File: src/rtl/cluster_clk_pkg.sv
// ---------------------------------------------------------------------------
// cluster_clk_pkg
// Shared definitions for the cluster clock switch sequencer: the FSM state
// type, counter widths and a saturating increment helper used by the optional
// switch counter (enabled with the CLK_SWITCH_CNT_EN macro).
// ---------------------------------------------------------------------------
package cluster_clk_pkg;

    localparam int CLK_SW_CNT_W = 8;
    localparam int SWITCH_CNT_W = 16;

    typedef enum logic [2:0] {
        IDLE,
        GATE_OFF,
        SWITCH,
        SETTLE,
        DONE
    } clk_sw_state_e;

    // Increment that holds at all-ones instead of wrapping to zero.
    function automatic logic [SWITCH_CNT_W-1:0] satInc(input logic [SWITCH_CNT_W-1:0] value);
        if (value == {SWITCH_CNT_W{1'b1}}) begin
            return value;
        end
        return value + 1'b1;
    endfunction

endpackage

File: src/rtl/cluster_clock_switch_timer.sv
// ---------------------------------------------------------------------------
// cluster_clock_switch_timer
// Loadable down-counter with a zero flag. The sequencer loads it on entry to
// the gate-off and settle phases and decrements it while waiting.
//
// Ports:
//   clk          always-on clock
//   rst_n        asynchronous active-low reset (count returns to 0)
//   i_load       load i_load_val (has priority over i_dec)
//   i_load_val   value to load
//   i_dec        decrement by one; holds at zero
//   o_zero       high when the count is zero
// ---------------------------------------------------------------------------
module cluster_clock_switch_timer
    import cluster_clk_pkg::*;
(
    input  logic                    clk,
    input  logic                    rst_n,
    input  logic                    i_load,
    input  logic [CLK_SW_CNT_W-1:0] i_load_val,
    input  logic                    i_dec,
    output logic                    o_zero
);

    logic [CLK_SW_CNT_W-1:0] r_count;

    // Load wins over decrement; decrement stops at zero so the count never
    // wraps even if the controller keeps asking.
    always_ff @(posedge clk or negedge rst_n) begin
        if (!rst_n) begin
            r_count <= '0;
        end else if (i_load) begin
            r_count <= i_load_val;
        end else if (i_dec && (r_count != '0)) begin
            r_count <= r_count - 1'b1;
        end
    end

    assign o_zero = (r_count == '0);

endmodule

File: src/rtl/cluster_clock_switch_ctrl.sv
// ---------------------------------------------------------------------------
// cluster_clock_switch_ctrl
// Sequencer for the cluster 2:1 clock mux and its clock gate. On a request to
// a different source it gates the cluster clock off, waits GATE_WAIT cycles,
// moves the mux select, waits SETTLE_WAIT cycles, re-enables the gate and
// pulses ack_o. A request for the already-selected source acks without
// touching the gate. All outputs are registered.
//
// Optional feature macro: CLK_SWITCH_CNT_EN adds switch_cnt_o, a saturating
// count of completed real source changes.
//
// Ports:
//   clk           always-on controller clock
//   rst_n         asynchronous active-low reset
//   req_i         switch request (level, held until ack_o)
//   sel_i         requested source, stable while req_i is high
//   ack_o         one-cycle completion pulse
//   busy_o        high while a real switch sequence is running
//   clk_en_o      enable to the cluster clock gate
//   clk_sel_o     select to the clock mux
//   cur_sel_o     committed source, updated with ack
//   switch_cnt_o  number of real switches (CLK_SWITCH_CNT_EN only)
// ---------------------------------------------------------------------------
module cluster_clock_switch_ctrl
    import cluster_clk_pkg::*;
#(
    parameter logic DEFAULT_SEL = 1'b0,
    parameter int   GATE_WAIT   = 4,
    parameter int   SETTLE_WAIT = 8
) (
    input  logic                    clk,
    input  logic                    rst_n,
    input  logic                    req_i,
    input  logic                    sel_i,
    output logic                    ack_o,
    output logic                    busy_o,
    output logic                    clk_en_o,
    output logic                    clk_sel_o,
`ifdef CLK_SWITCH_CNT_EN
    output logic [SWITCH_CNT_W-1:0] switch_cnt_o,
`endif
    output logic                    cur_sel_o
);

    localparam logic [CLK_SW_CNT_W-1:0] GATE_LOAD   = CLK_SW_CNT_W'(GATE_WAIT - 1);
    localparam logic [CLK_SW_CNT_W-1:0] SETTLE_LOAD = CLK_SW_CNT_W'(SETTLE_WAIT - 1);

    clk_sw_state_e r_state;
    clk_sw_state_e w_state_next;

    logic r_ack;
    logic r_busy;
    logic r_clk_en;
    logic r_clk_sel;
    logic r_cur_sel;
    logic r_tgt_sel;

    logic w_ack_next;
    logic w_busy_next;
    logic w_clk_en_next;
    logic w_clk_sel_next;
    logic w_cur_sel_next;
    logic w_tgt_sel_next;

    logic                    w_tmr_load;
    logic [CLK_SW_CNT_W-1:0] w_tmr_load_val;
    logic                    w_tmr_dec;
    logic                    w_tmr_zero;

`ifdef CLK_SWITCH_CNT_EN
    logic [SWITCH_CNT_W-1:0] r_switch_cnt;
    logic [SWITCH_CNT_W-1:0] w_switch_cnt_next;
`endif

    cluster_clock_switch_timer u_timer (
        .clk        (clk),
        .rst_n      (rst_n),
        .i_load     (w_tmr_load),
        .i_load_val (w_tmr_load_val),
        .i_dec      (w_tmr_dec),
        .o_zero     (w_tmr_zero)
    );

    // State register.
    always_ff @(posedge clk or negedge rst_n) begin
        if (!rst_n) begin
            r_state <= IDLE;
        end else begin
            r_state <= w_state_next;
        end
    end

    // Next-state logic. Inputs are only looked at in IDLE; once a sequence
    // starts it runs to completion on the latched target.
    always_comb begin
        w_state_next = r_state;
        case (r_state)
            IDLE: begin
                if (req_i) begin
                    w_state_next = (sel_i == r_cur_sel) ? DONE : GATE_OFF;
                end
            end
            GATE_OFF: begin
                if (w_tmr_zero) begin
                    w_state_next = SWITCH;
                end
            end
            SWITCH:   w_state_next = SETTLE;
            SETTLE: begin
                if (w_tmr_zero) begin
                    w_state_next = DONE;
                end
            end
            DONE:     w_state_next = IDLE;
            default:  w_state_next = IDLE;
        endcase
    end

    // Output/datapath logic: next values for the registered outputs and the
    // timer controls. The select only moves in SWITCH, which sits strictly
    // inside the window where the gate is held off.
    always_comb begin
        w_ack_next     = 1'b0;
        w_busy_next    = r_busy;
        w_clk_en_next  = r_clk_en;
        w_clk_sel_next = r_clk_sel;
        w_cur_sel_next = r_cur_sel;
        w_tgt_sel_next = r_tgt_sel;
        w_tmr_load     = 1'b0;
        w_tmr_load_val = GATE_LOAD;
        w_tmr_dec      = 1'b0;
`ifdef CLK_SWITCH_CNT_EN
        w_switch_cnt_next = r_switch_cnt;
`endif
        case (r_state)
            IDLE: begin
                if (req_i && (sel_i != r_cur_sel)) begin
                    w_tgt_sel_next = sel_i;
                    w_clk_en_next  = 1'b0;
                    w_busy_next    = 1'b1;
                    w_tmr_load     = 1'b1;
                    w_tmr_load_val = GATE_LOAD;
                end
            end
            GATE_OFF: begin
                w_tmr_dec = !w_tmr_zero;
            end
            SWITCH: begin
                w_clk_sel_next = r_tgt_sel;
                w_tmr_load     = 1'b1;
                w_tmr_load_val = SETTLE_LOAD;
            end
            SETTLE: begin
                if (w_tmr_zero) begin
                    w_clk_en_next = 1'b1;
                end else begin
                    w_tmr_dec = 1'b1;
                end
            end
            DONE: begin
                w_ack_next     = 1'b1;
                w_cur_sel_next = r_clk_sel;
                w_busy_next    = 1'b0;
`ifdef CLK_SWITCH_CNT_EN
                // A mux select that differs from the committed source means
                // this ack closes a real switch, not a no-op.
                if (r_clk_sel != r_cur_sel) begin
                    w_switch_cnt_next = satInc(r_switch_cnt);
                end
`endif
            end
            default: begin
                w_ack_next = 1'b0;
            end
        endcase
    end

    // Output registers; reset puts the gate on and the mux on DEFAULT_SEL.
    always_ff @(posedge clk or negedge rst_n) begin
        if (!rst_n) begin
            r_ack     <= 1'b0;
            r_busy    <= 1'b0;
            r_clk_en  <= 1'b1;
            r_clk_sel <= DEFAULT_SEL;
            r_cur_sel <= DEFAULT_SEL;
            r_tgt_sel <= DEFAULT_SEL;
        end else begin
            r_ack     <= w_ack_next;
            r_busy    <= w_busy_next;
            r_clk_en  <= w_clk_en_next;
            r_clk_sel <= w_clk_sel_next;
            r_cur_sel <= w_cur_sel_next;
            r_tgt_sel <= w_tgt_sel_next;
        end
    end

`ifdef CLK_SWITCH_CNT_EN
    // Saturating count of real switches.
    always_ff @(posedge clk or negedge rst_n) begin
        if (!rst_n) begin
            r_switch_cnt <= '0;
        end else begin
            r_switch_cnt <= w_switch_cnt_next;
        end
    end

    assign switch_cnt_o = r_switch_cnt;
`endif

    assign ack_o     = r_ack;
    assign busy_o    = r_busy;
    assign clk_en_o  = r_clk_en;
    assign clk_sel_o = r_clk_sel;
    assign cur_sel_o = r_cur_sel;

endmodule

File: config.mk
export PLATFORM = sky130hd
export DESIGN_NAME = cluster_clock_switch_ctrl
export DESIGN_NICKNAME = d
export VERILOG_FILES = /design/src/rtl/cluster_clk_pkg.sv /design/src/rtl/cluster_clock_switch_timer.sv /design/src/rtl/cluster_clock_switch_ctrl.sv
export SDC_FILE = /design/constraint.sdc
export NUM_CORES = 1
export LEC_CHECK = 0
export ABC_AREA = 1
export CAP_MARGIN = 20
export CORE_UTILIZATION = 50
export CTS_CLUSTER_SIZE = 40
export DETAILED_ROUTE_END_ITERATION = 10
export HOLD_SLACK_MARGIN = 0.06
export PLACE_DENSITY_LB_ADDON = 0.15
export SLEW_MARGIN = 20
export SYNTH_ARGS = -nofsm -noshare
export SYNTH_HDL_FRONTEND = slang
export SYNTH_SLANG_ARGS = --single-unit
File: constraint.sdc
create_clock -name clk -period 3.7 [get_ports clk]
set_input_delay 1.11 -clock clk [delete_from_list [all_inputs] [get_ports clk]]
set_output_delay 1.11 -clock clk [all_outputs]
set_load 0.03 [all_outputs]
* After elaboration in Yosys (flattened, before gate mapping)
Index checks and enable logic that the tools add are counted.
Widths: inputs -> output; s select.
** Storage, ports and cells
- ROM bits :: 0
- Memories :: 0
- Word-level logic and storage cells :: 50
- Latch bits :: 0
- Input port bits :: 4
- Register bits :: 17
- Output and inout port bits :: 5
- RAM bits :: 0
** Operators by class
- Bitwise gates (word level) :: 0
- Multiplexer cells :: 18
- Eq/ne operators :: 10
- $add $sub $neg :: 1
- $lt $le $gt $ge :: 0
- Shift operators :: 0
- Div/mod/pow operators :: 0
- Reduce and logical (&&, ||, !) cells :: 13
- $mul :: 0
** Operators by type and width (number)
- $mux 8 :: 2
- $mux 3 :: 5
- $pmux 3 s4 :: 1
- $logic_not 8->1 :: 1
- $ne 2x2->1 const B :: 4
- $pmux 1 s2 :: 4
- $reduce_bool 8->1 :: 1
- $sub 8x1->8 const B :: 1
- $eq 3x2->1 const B :: 2
- $mux 1 :: 6
- $reduce_and 3->1 :: 2
- $reduce_bool 2->1 :: 3
- $reduce_and 2->1 :: 2
- $eq 3x1->1 const B :: 1
- $eq 3x3->1 const B :: 1
- $logic_not 3->1 :: 1
- $logic_and 1x1->1 :: 2
- $eq 1x1->1 :: 1
- $logic_not 1->1 :: 1
- $ne 1x1->1 :: 1

* Logic depth before layout (Yosys ltp)
Gate-level depths: netlist (run 1).
- Depth after elaboration :: 6
- Mapped depth :: 10
- Mapped depth without buffers :: 10

* Modules after synthesis
Synthesis (run 1) repeated with hierarchy kept, for this count alone.
** Unflattened totals
- Cells, all modules :: 146
- Area total of the unflattened synthesis :: 1029.7 µm²
** By module, submodules not included
- cluster_clock_switch_timer :: area an instance 596.8 µm², seq. area each 200.2 µm², cells each 93, times used 1
- cluster_clock_switch_ctrl :: area an instance 432.9 µm², seq. area each 226.5 µm², cells each 53, times used 1

* Least setup slack after synthesis (run 1)
No wires, ideal clock.
- Kind :: input to register
- Start :: in sel_i
- End :: reg u_timer.r_count[3]
- Buffers on the path :: 1
- Setup time :: 118 ps
- Arrival :: 1717 ps
- Required time :: 3582 ps
- Cell stages on the path :: 8
- Path slack :: 1865 ps
- Cell sequence :: inv_1 -> nand2_1 -> nand3_1 -> nor2_2 -> nor2_2 -> buf_6 -> nand3b_1 -> nand2_1
** On the way
- Longest elaborated chain between the ends :: 5
- Elaborated cells between the ends (all ways) :: 6
- Those cells by class :: eq/ne: 1; mux: 3; reduce/logical: 2
** Ends and longest elaborated chain
- start, declared :: RTL line cluster_clock_switch_ctrl.sv:34 : input logic sel_i,
- $ne 1x1->1 (*) :: RTL line cluster_clock_switch_ctrl.sv:137 : if (req_i && (sel_i != r_cur_sel)) begin
- $logic_and 1x1->1 (*) :: RTL line cluster_clock_switch_ctrl.sv:137
- $mux 1 (*) :: RTL line cluster_clock_switch_ctrl.sv:137
- $pmux 1 s2 (*) :: RTL line cluster_clock_switch_ctrl.sv:135 : case (r_state)
- $mux 8 or $reduce_bool 2->1 (tied branches)
- end signal, assigned :: RTL line cluster_clock_switch_timer.sv:33 : r_count <= i_load_val;
- end signal, assigned :: RTL line cluster_clock_switch_timer.sv:35 : r_count <= r_count - 1'b1;
- end, declared :: RTL line cluster_clock_switch_timer.sv:25 : logic [CLK_SW_CNT_W-1:0] r_count;
Every way passes the cells marked *; elsewhere a longest branch is shown, timed or not.
A chain may end at the register's enable or synchronous reset.

* Worst setup path in the final report (run 1)
- Start :: reg r_clk_en (netlist: clk_en_o)
- End :: out clk_en_o
** RTL lines
- start, declared :: RTL line cluster_clock_switch_ctrl.sv:53 : logic r_clk_en;
- start signal, assigned :: RTL line cluster_clock_switch_ctrl.sv:190 : r_clk_en <= w_clk_en_next;
- end, declared :: RTL line cluster_clock_switch_ctrl.sv:37 : output logic clk_en_o,
No word-level cell between the ends.

==> impl_results.rst, run 1 <==
.. list-table::
   :header-rows: 1

   * - Metric
     - Value
   * - Area of the mapped netlist
     - 955 um^2
   * - Total clock sinks
     - 17
   * - Initial antenna violation count
     - 0
   * - # Post-CTS Setup Buffers
     - 0
   * - Number of rows created at floorplan
     - 15
   * - Type of element launching the critical path
     - flop
   * - Sequence of cells on the critical path
     - clkdlybuf4s50_1
   * - Mean cell area of the mapped netlist
     - 7.46 um^2
   * - Top-level I/O count
     - 9
   * - Unrepaired setup endpoints after global routing
     - false
   * - Number of optimization iterations in the first detailed-route pass
     - 3
   * - Effective utilization at floorplan
     - 0.541
   * - Remaining max-slew budget at the tightest pin
     - 0.492
   * - Critical path peak fanout
     - 3
   * - Ant. Diodes
     - 0
   * - Clock tree from TritonCTS
     - done
   * - Type of the most critical hold path
     - flop to flop
   * - Global-route usage over all layers
     - 0.216
   * - Hold Violations, Final
     - 0
   * - Worst Hold Slack
     - ~0.50 ns
   * - Critical Path Sink Type
     - primary output
   * - Remaining number of nets flagged by the antenna check after routing
     - 0
   * - Synthesized instance count
     - roughly 130
   * - Cell type of the slowest stage on the worst timing path
     - sky130_fd_sc_hd__clkdlybuf4s50_1
   * - Max clock buf depth
     - 2
   * - Biggest cell delay along the critical path
     - roughly 0.66 ns
   * - Setup-failing EPs final
     - 0
   * - Placeable Area
     - about 0.0018 mm^2
   * - Reported max-cap violation count
     - 0
   * - Number of buffers created by CTS
     - 3
   * - Root Buffer Master
     - sky130_fd_sc_hd__clkbuf_4
   * - Post-layout min period
     - 2.63 ns
   * - Grt ovf
     - 0
   * - Clock skew
     - 0.0114 ns
   * - Number of design-rule violations left by the first detailed-router iteration
     - 9
   * - Routability congestion estimate
     - ~0.77
   * - Number of vias in the routed layout
     - 813
   * - HP Start
     - clk_en_o
   * - Final setup TNS
     - 0 ns
   * - Critical path origin
     - clk_en_o
   * - Number of nets at the end of the flow
     - 146
   * - Critical path class
     - flop to primary output
   * - Area post-placement
     - 0.00105 mm^2
   * - Number of unique standard cell types used by synthesis
     - 23
   * - Worst ir drop on vdd
     - 484 uV
   * - Status
     - finished clean
   * - Vias in the first global route
     - 757
   * - Total leakage power
     - 0.578 nW
   * - Post-CTS sizing
     - 0
   * - Die X-Extent
     - 45.7 um
   * - Total power consumption of the routed design
     - 0.993 mW
   * - Fraction of final layout cells sized beyond drive strength 1
     - 0.108
   * - DIE AREA
     - 0.00209 mm^2
   * - Count of synthesis-stage warnings from yosys
     - 0
   * - Worst R2R Start
     - u_timer.r_count[0]
   * - CTS H-tree lvls
     - 1
   * - Clock-pin slew on the worst setup and hold paths
     - between 0.1 and 0.15 ns
   * - Input/output buffers
     - 8
   * - Hold_buf cts
     - 0
   * - Critical path arrival
     - 1.52 ns
   * - Number of buffers and inverters on the critical path
     - 1
   * - Global-route wire length before repair
     - roughly 3.1 mm
   * - Final count of pins violating max slew
     - 0
   * - Yosys reg bits
     - 17
   * - Share of the yosys chip area belonging to registers
     - 0.447
   * - Routed WL per cell
     - 11.3 um
   * - Layout Area Growth over Synthesis
     - 13.2%
   * - Post-synth net total
     - 134
   * - Crit path max-delay family
     - buffers and inverters
   * - Placed wire-length estimate
     - 1.42 mm
   * - Number of vias per cell after detailed routing
     - a little under 5
   * - Wire length reported by the detailed router
     - 1.85 mm
   * - Finished layout cell area
     - 0.00108 mm^2
   * - Number of design rule violations left after detail routing
     - 0
   * - Actual slew at the worst max-slew pin
     - 0.760 ns
   * - Fraction of the cycle the final worst path needs
     - 0.710
   * - Clock insertion delay at the later pin of the skew report
     - approximately 0.29 ns
   * - Pin count of the biggest net entering global routing
     - 18
   * - Total power per unit cell area
     - 919 mW/mm^2
   * - Required time at the endpoint of the critical path
     - roughly 2.6 ns
   * - Highest clock frequency the design can meet
     - 381 MHz
   * - Floorplan die height
     - 45.7 um
final cells by class:
type | instances | area, um^2
Fill cell | 160 | 683
Tap cell | 25 | 31.3
Clock buffer | 4 | 26.3
Sequential cell | 17 | 427
Multi-Input combinational cell | 89 | 435
Inverter | 21 | 81.3
Timing Repair Buffer | 8 | 80.1
routing by layer:
layer / track usage / vias to the layer above / share of wire
li1: - / 423 / -
met5: 0 / - / 0
met2: 0.366 / 5 / 0.51
met3: 0.0238 / 2 / 0.017
met4: 0.106 / 0 / 0.0054
met1: 0.272 / 383 / 0.46
cells by family after synthesis:
kind of cell    count (synthesis)  synth area share
compound gates                 10            0.0590
buf+inv                        22            0.0970
fa+ha+maj                       2            0.0262
xor+xnor                        1           0.00918
simple gates                   76             0.362
flops                          17             0.447
synthesized netlist by cell type:
| cell type | number | area, um^2 |
|---|---|---|
| sky130_fd_sc_hd__a21o_1 | 1 | 7.51 |
| sky130_fd_sc_hd__a21oi_1 | 2 | 10.0 |
| sky130_fd_sc_hd__buf_6 | 1 | 11.3 |
| sky130_fd_sc_hd__dfrtp_1 | 16 | 400 |
| sky130_fd_sc_hd__dfstp_2 | 1 | 26.3 |
| sky130_fd_sc_hd__ha_1 | 2 | 25.0 |
| sky130_fd_sc_hd__inv_1 | 17 | 63.8 |
| sky130_fd_sc_hd__inv_2 | 3 | 11.3 |
| sky130_fd_sc_hd__inv_4 | 1 | 6.26 |
| sky130_fd_sc_hd__nand2_1 | 38 | 143 |
| sky130_fd_sc_hd__nand2_4 | 2 | 22.5 |
| sky130_fd_sc_hd__nand3_1 | 14 | 70.1 |
| sky130_fd_sc_hd__nand3_2 | 1 | 10.0 |
| sky130_fd_sc_hd__nand3b_1 | 2 | 15.0 |
| sky130_fd_sc_hd__nand4_1 | 1 | 6.26 |
| sky130_fd_sc_hd__nor2_1 | 13 | 48.8 |
| sky130_fd_sc_hd__nor2_2 | 3 | 18.8 |
| sky130_fd_sc_hd__nor3_1 | 1 | 5.00 |
| sky130_fd_sc_hd__o211ai_1 | 1 | 7.51 |
| sky130_fd_sc_hd__o21ai_0 | 5 | 25.0 |
| sky130_fd_sc_hd__o22ai_1 | 1 | 6.26 |
| sky130_fd_sc_hd__or2_2 | 1 | 6.26 |
| sky130_fd_sc_hd__xor2_1 | 1 | 8.76 |
power by group:
group	total (mW)	internal, mW	switching, mW
logic	0.547	0.195	0.352
registers	0.345	0.270	0.0755
clock network	0.101	0.0419	0.0588
layout by cell type, fill, tap and decap left out:
| master | synthesis | routed |
|---|---|---|
| sky130_fd_sc_hd__nand4_1 | 1 | 1 |
| sky130_fd_sc_hd__xor2_1 | 1 | 1 |
| sky130_fd_sc_hd__clkbuf_1 | 0 | 1 |
| sky130_fd_sc_hd__nand3_2 | 1 | 1 |
| sky130_fd_sc_hd__o22ai_1 | 1 | 1 |
| sky130_fd_sc_hd__nand3_1 | 14 | 14 |
| sky130_fd_sc_hd__nand2_1 | 38 | 38 |
| sky130_fd_sc_hd__clkbuf_4 | 0 | 3 |
| sky130_fd_sc_hd__clkdlybuf4s50_1 | 0 | 8 |
| sky130_fd_sc_hd__inv_1 | 17 | 17 |
| sky130_fd_sc_hd__or2_2 | 1 | 1 |
| sky130_fd_sc_hd__nor2_2 | 3 | 3 |
| sky130_fd_sc_hd__o21ai_0 | 5 | 5 |
| sky130_fd_sc_hd__a21o_1 | 1 | 1 |
| sky130_fd_sc_hd__nor2_1 | 13 | 13 |
| sky130_fd_sc_hd__inv_4 | 1 | 1 |
| sky130_fd_sc_hd__dfrtp_1 | 16 | 16 |
| sky130_fd_sc_hd__nand2_4 | 2 | 2 |
| sky130_fd_sc_hd__inv_2 | 3 | 3 |
| sky130_fd_sc_hd__nor3_1 | 1 | 1 |
| sky130_fd_sc_hd__nand3b_1 | 2 | 2 |
| sky130_fd_sc_hd__o211ai_1 | 1 | 1 |
| sky130_fd_sc_hd__a21oi_1 | 2 | 2 |
| sky130_fd_sc_hd__dfstp_2 | 1 | 1 |
| sky130_fd_sc_hd__ha_1 | 2 | 2 |
per-stage QoR:
stage                     worst slack [ns]  instances   util
after floorplan                       1.87        128      -
after global placement                1.28        160  0.598
after detailed placement              1.21        160  0.598
after CTS                             1.07        164  0.613
after global routing                  1.04        164  0.613
final                                 1.07        164  0.613
state kept, by name, indices dropped and copies added (netlist names):
name	cells
ack_o	1
busy_o	1
clk_en_o	1
clk_sel_o	1
cur_sel_o	1
r_state	3
r_tgt_sel	1
u_timer.r_count	8
final timing paths:
check                                     end  slack [ns]  depth (start not counted)
max                                  clk_en_o        1.07                          1
min                                  clk_en_o        0.50                          2
max reg2reg                u_timer.r_count[4]        2.26                          9
min reg2reg                          clk_en_o        0.50                          2
max in group asynchronous  u_timer.r_count[4]        1.96                          1
min in group asynchronous          r_state[0]        1.25                          1
(Power assumes the default switching activity.)
==> run 2: changes to the inputs <==
==> constraint.sdc (replaced) <==
create_clock -name clk -period 2.5 [get_ports clk]
set_input_delay 0.75 -clock clk [delete_from_list [all_inputs] [get_ports clk]]
set_output_delay 0.75 -clock clk [all_outputs]
set_load 0.03 [all_outputs]
==> impl_results.rst, run 2 (synthesis results as in run 1) <==
.. list-table::
   :header-rows: 1

   * - Metric
     - Value
   * - Unrepaired setup endpoints after global routing
     - false
   * - Total clock sinks
     - 17 (unchanged)
   * - Number of buffers created by CTS
     - 3 (unchanged)
   * - Effective utilization at floorplan
     - 0.541 (unchanged)
   * - Most frequent cells in the layout
     - sky130_fd_sc_hd__nand2_1, sky130_fd_sc_hd__inv_1, sky130_fd_sc_hd__dfrtp_1
   * - Hold_buf cts
     - 0 (unchanged)
   * - Type of element launching the critical path
     - flop
   * - HP Start
     - clk_en_o
   * - Number of optimization iterations in the first detailed-route pass
     - 4 (+1)
   * - Placeable Area
     - 0.00176 mm^2 (unchanged)
   * - Clock-pin slew on the worst setup and hold paths
     - 0.10 ns (about the same)
   * - Total power per unit cell area
     - 1350 mW/mm^2 (+47%)
   * - Remaining max-slew budget at the tightest pin
     - 0.727 (+0.235)
   * - Clock insertion delay at the later pin of the skew report
     - 0.29 ns (about the same)
   * - Global-route usage over all layers
     - 0.213 (-0.00232)
   * - Number of vias in the routed layout
     - 799 (-1.7%)
   * - Post-layout min period
     - 2.26 ns
   * - Die X-Extent
     - 45.7 um (unchanged)
   * - Max clock buf depth
     - 2 (unchanged)
   * - Ant. Diodes
     - 0 (unchanged)
   * - Fraction of final layout cells sized beyond drive strength 1
     - 0.114 (+0.00637)
   * - Fraction of the cycle the final worst path needs
     - 0.903
   * - Biggest regs
     - u_timer.r_count: 8 flops, r_state: 3 flops
   * - Number of design rule violations left after detail routing
     - 0 (unchanged)
   * - Post-CTS sizing
     - 0 (unchanged)
   * - Wire length reported by the detailed router
     - 1.83 mm (-1.1%)
   * - Hold Violations, Final
     - 0 (unchanged)
   * - Global-route wire length before repair
     - 3.06 mm (-2.2%)
   * - Clock skew
     - 0.00633 ns (-0.00504 ns)
   * - Routed WL per cell
     - 11.1 um (-1.7%)
   * - Biggest cell delay along the critical path
     - 0.66 ns (about the same)
   * - Reported max-cap violation count
     - 0 (unchanged)
   * - Number of buffers and inverters on the critical path
     - 1 (unchanged)
   * - Worst ir drop on vdd
     - 624 uV (+29%)
   * - Pin count of the biggest net entering global routing
     - 18 (unchanged)
   * - Worst R2R Start
     - u_timer.r_count[0]
   * - Required time at the endpoint of the critical path
     - 1.75 ns (-0.84 ns)
   * - Type of the most critical hold path
     - flop to flop
   * - Sequence of cells on the critical path
     - clkdlybuf4s50_1
   * - Number of design-rule violations left by the first detailed-router iteration
     - 13 (+4)
   * - Clock tree from TritonCTS
     - done
   * - Number of vias per cell after detailed routing
     - 4.84 (-2.3%)
   * - Fillers
     - 166 (+3.8%)
   * - Largest register FFs
     - 8 (unchanged)
   * - Status
     - finished clean
   * - Critical path origin
     - clk_en_o
   * - Placed wire-length estimate
     - 1.44 mm (+1.2%)
   * - Highest clock frequency the design can meet
     - roughly 440 MHz
   * - Layout Area Growth over Synthesis
     - 14.0%
   * - Grt ovf
     - 0 (unchanged)
   * - Final count of pins violating max slew
     - 0 (unchanged)
   * - Input/output buffers
     - 8 (unchanged)
   * - Largest Register
     - u_timer.r_count
   * - Total power consumption of the routed design
     - 1.47 mW (+48%)
   * - Floorplan die height
     - 45.7 um (unchanged)
   * - Root Buffer Master
     - sky130_fd_sc_hd__clkbuf_4
   * - CTS H-tree lvls
     - 1 (unchanged)
   * - Cell type of the slowest stage on the worst timing path
     - sky130_fd_sc_hd__clkdlybuf4s50_1
   * - DIE AREA
     - 0.00209 mm^2 (unchanged)
   * - Top-level I/O count
     - 9 (unchanged)
   * - Critical Path Sink Type
     - primary output
   * - Critical path arrival
     - 1.51 ns (about the same)
   * - Final setup TNS
     - 0 ns (unchanged)
   * - Routability congestion estimate
     - 0.769 (about the same)
   * - Critical path class
     - flop to primary output
   * - # Post-CTS Setup Buffers
     - 0 (unchanged)
   * - Crit path max-delay family
     - buffers and inverters
   * - Setup-failing EPs final
     - 0 (unchanged)
   * - Most common cell after layout, fill and taps aside
     - sky130_fd_sc_hd__nand2_1
   * - Critical path peak fanout
     - 3 (unchanged)
   * - Vias in the first global route
     - 737 (-2.6%)
   * - Total leakage power
     - 0.583 nW (+0.83%)
   * - Number of rows created at floorplan
     - 15 (unchanged)
   * - Initial antenna violation count
     - 0 (unchanged)
   * - Remaining number of nets flagged by the antenna check after routing
     - 0 (unchanged)
   * - Number of nets at the end of the flow
     - 147 (+0.68%)
   * - Actual slew at the worst max-slew pin
     - 0.410 ns (-0.350 ns)
## run 2: where the power goes
group	internal [mW]	switching, mW	leakage, nW
Clock	0.0621	0.0836	0.0150
Combinational	0.290	0.524	0.356
Sequential	0.400	0.109	0.212
Total	0.752	0.716	0.583
## run 2: layer usage
layer  track usage  wire [um]
met5             0          0
met2         0.346        872
met3        0.0238         45
met1         0.275        882
met4         0.124         31
## run 2: metrics by stage
step | std cells | utilization | setup slack (ns) | hold slack, ns | cell area [um^2]
after floorplan | 128 | - | 1.03 | 0.454 | 955
after global placement | 161 | 0.602 | 0.443 | 0.470 | 1060
after detailed placement | 161 | 0.602 | 0.386 | 0.475 | 1060
after CTS | 165 | 0.617 | 0.228 | 0.490 | 1090
after global routing | 165 | 0.617 | 0.193 | 0.515 | 1090
final | 165 | 0.617 | 0.243 | 0.491 | 1090
## run 2: cell type report
class	instances	area [um^2]	area share
inverters	21	81.3	0.0747
clock buffers	4	26.3	0.0241
multi-input cells	89	435	0.400
repair buffers	9	87.6	0.0805
flip-flops and latches	17	427	0.392
well taps	25	31.3	0.0287
## run 2: final timing paths
| kind | to | slack [ns] | cells past startpoint |
|---|---|---|---|
| setup reg to reg | u_timer.r_count[4] | 1.07 | 9 |
| setup / recovery | clk_en_o | 0.24 | 1 |
| hold reg to reg | clk_en_o | 0.49 | 2 |
| hold / removal | clk_en_o | 0.49 | 2 |
| max in group asynchronous | clk_en_o | 1.47 | 2 |
| min in group asynchronous | u_timer.r_count[2] | 0.78 | 2 |
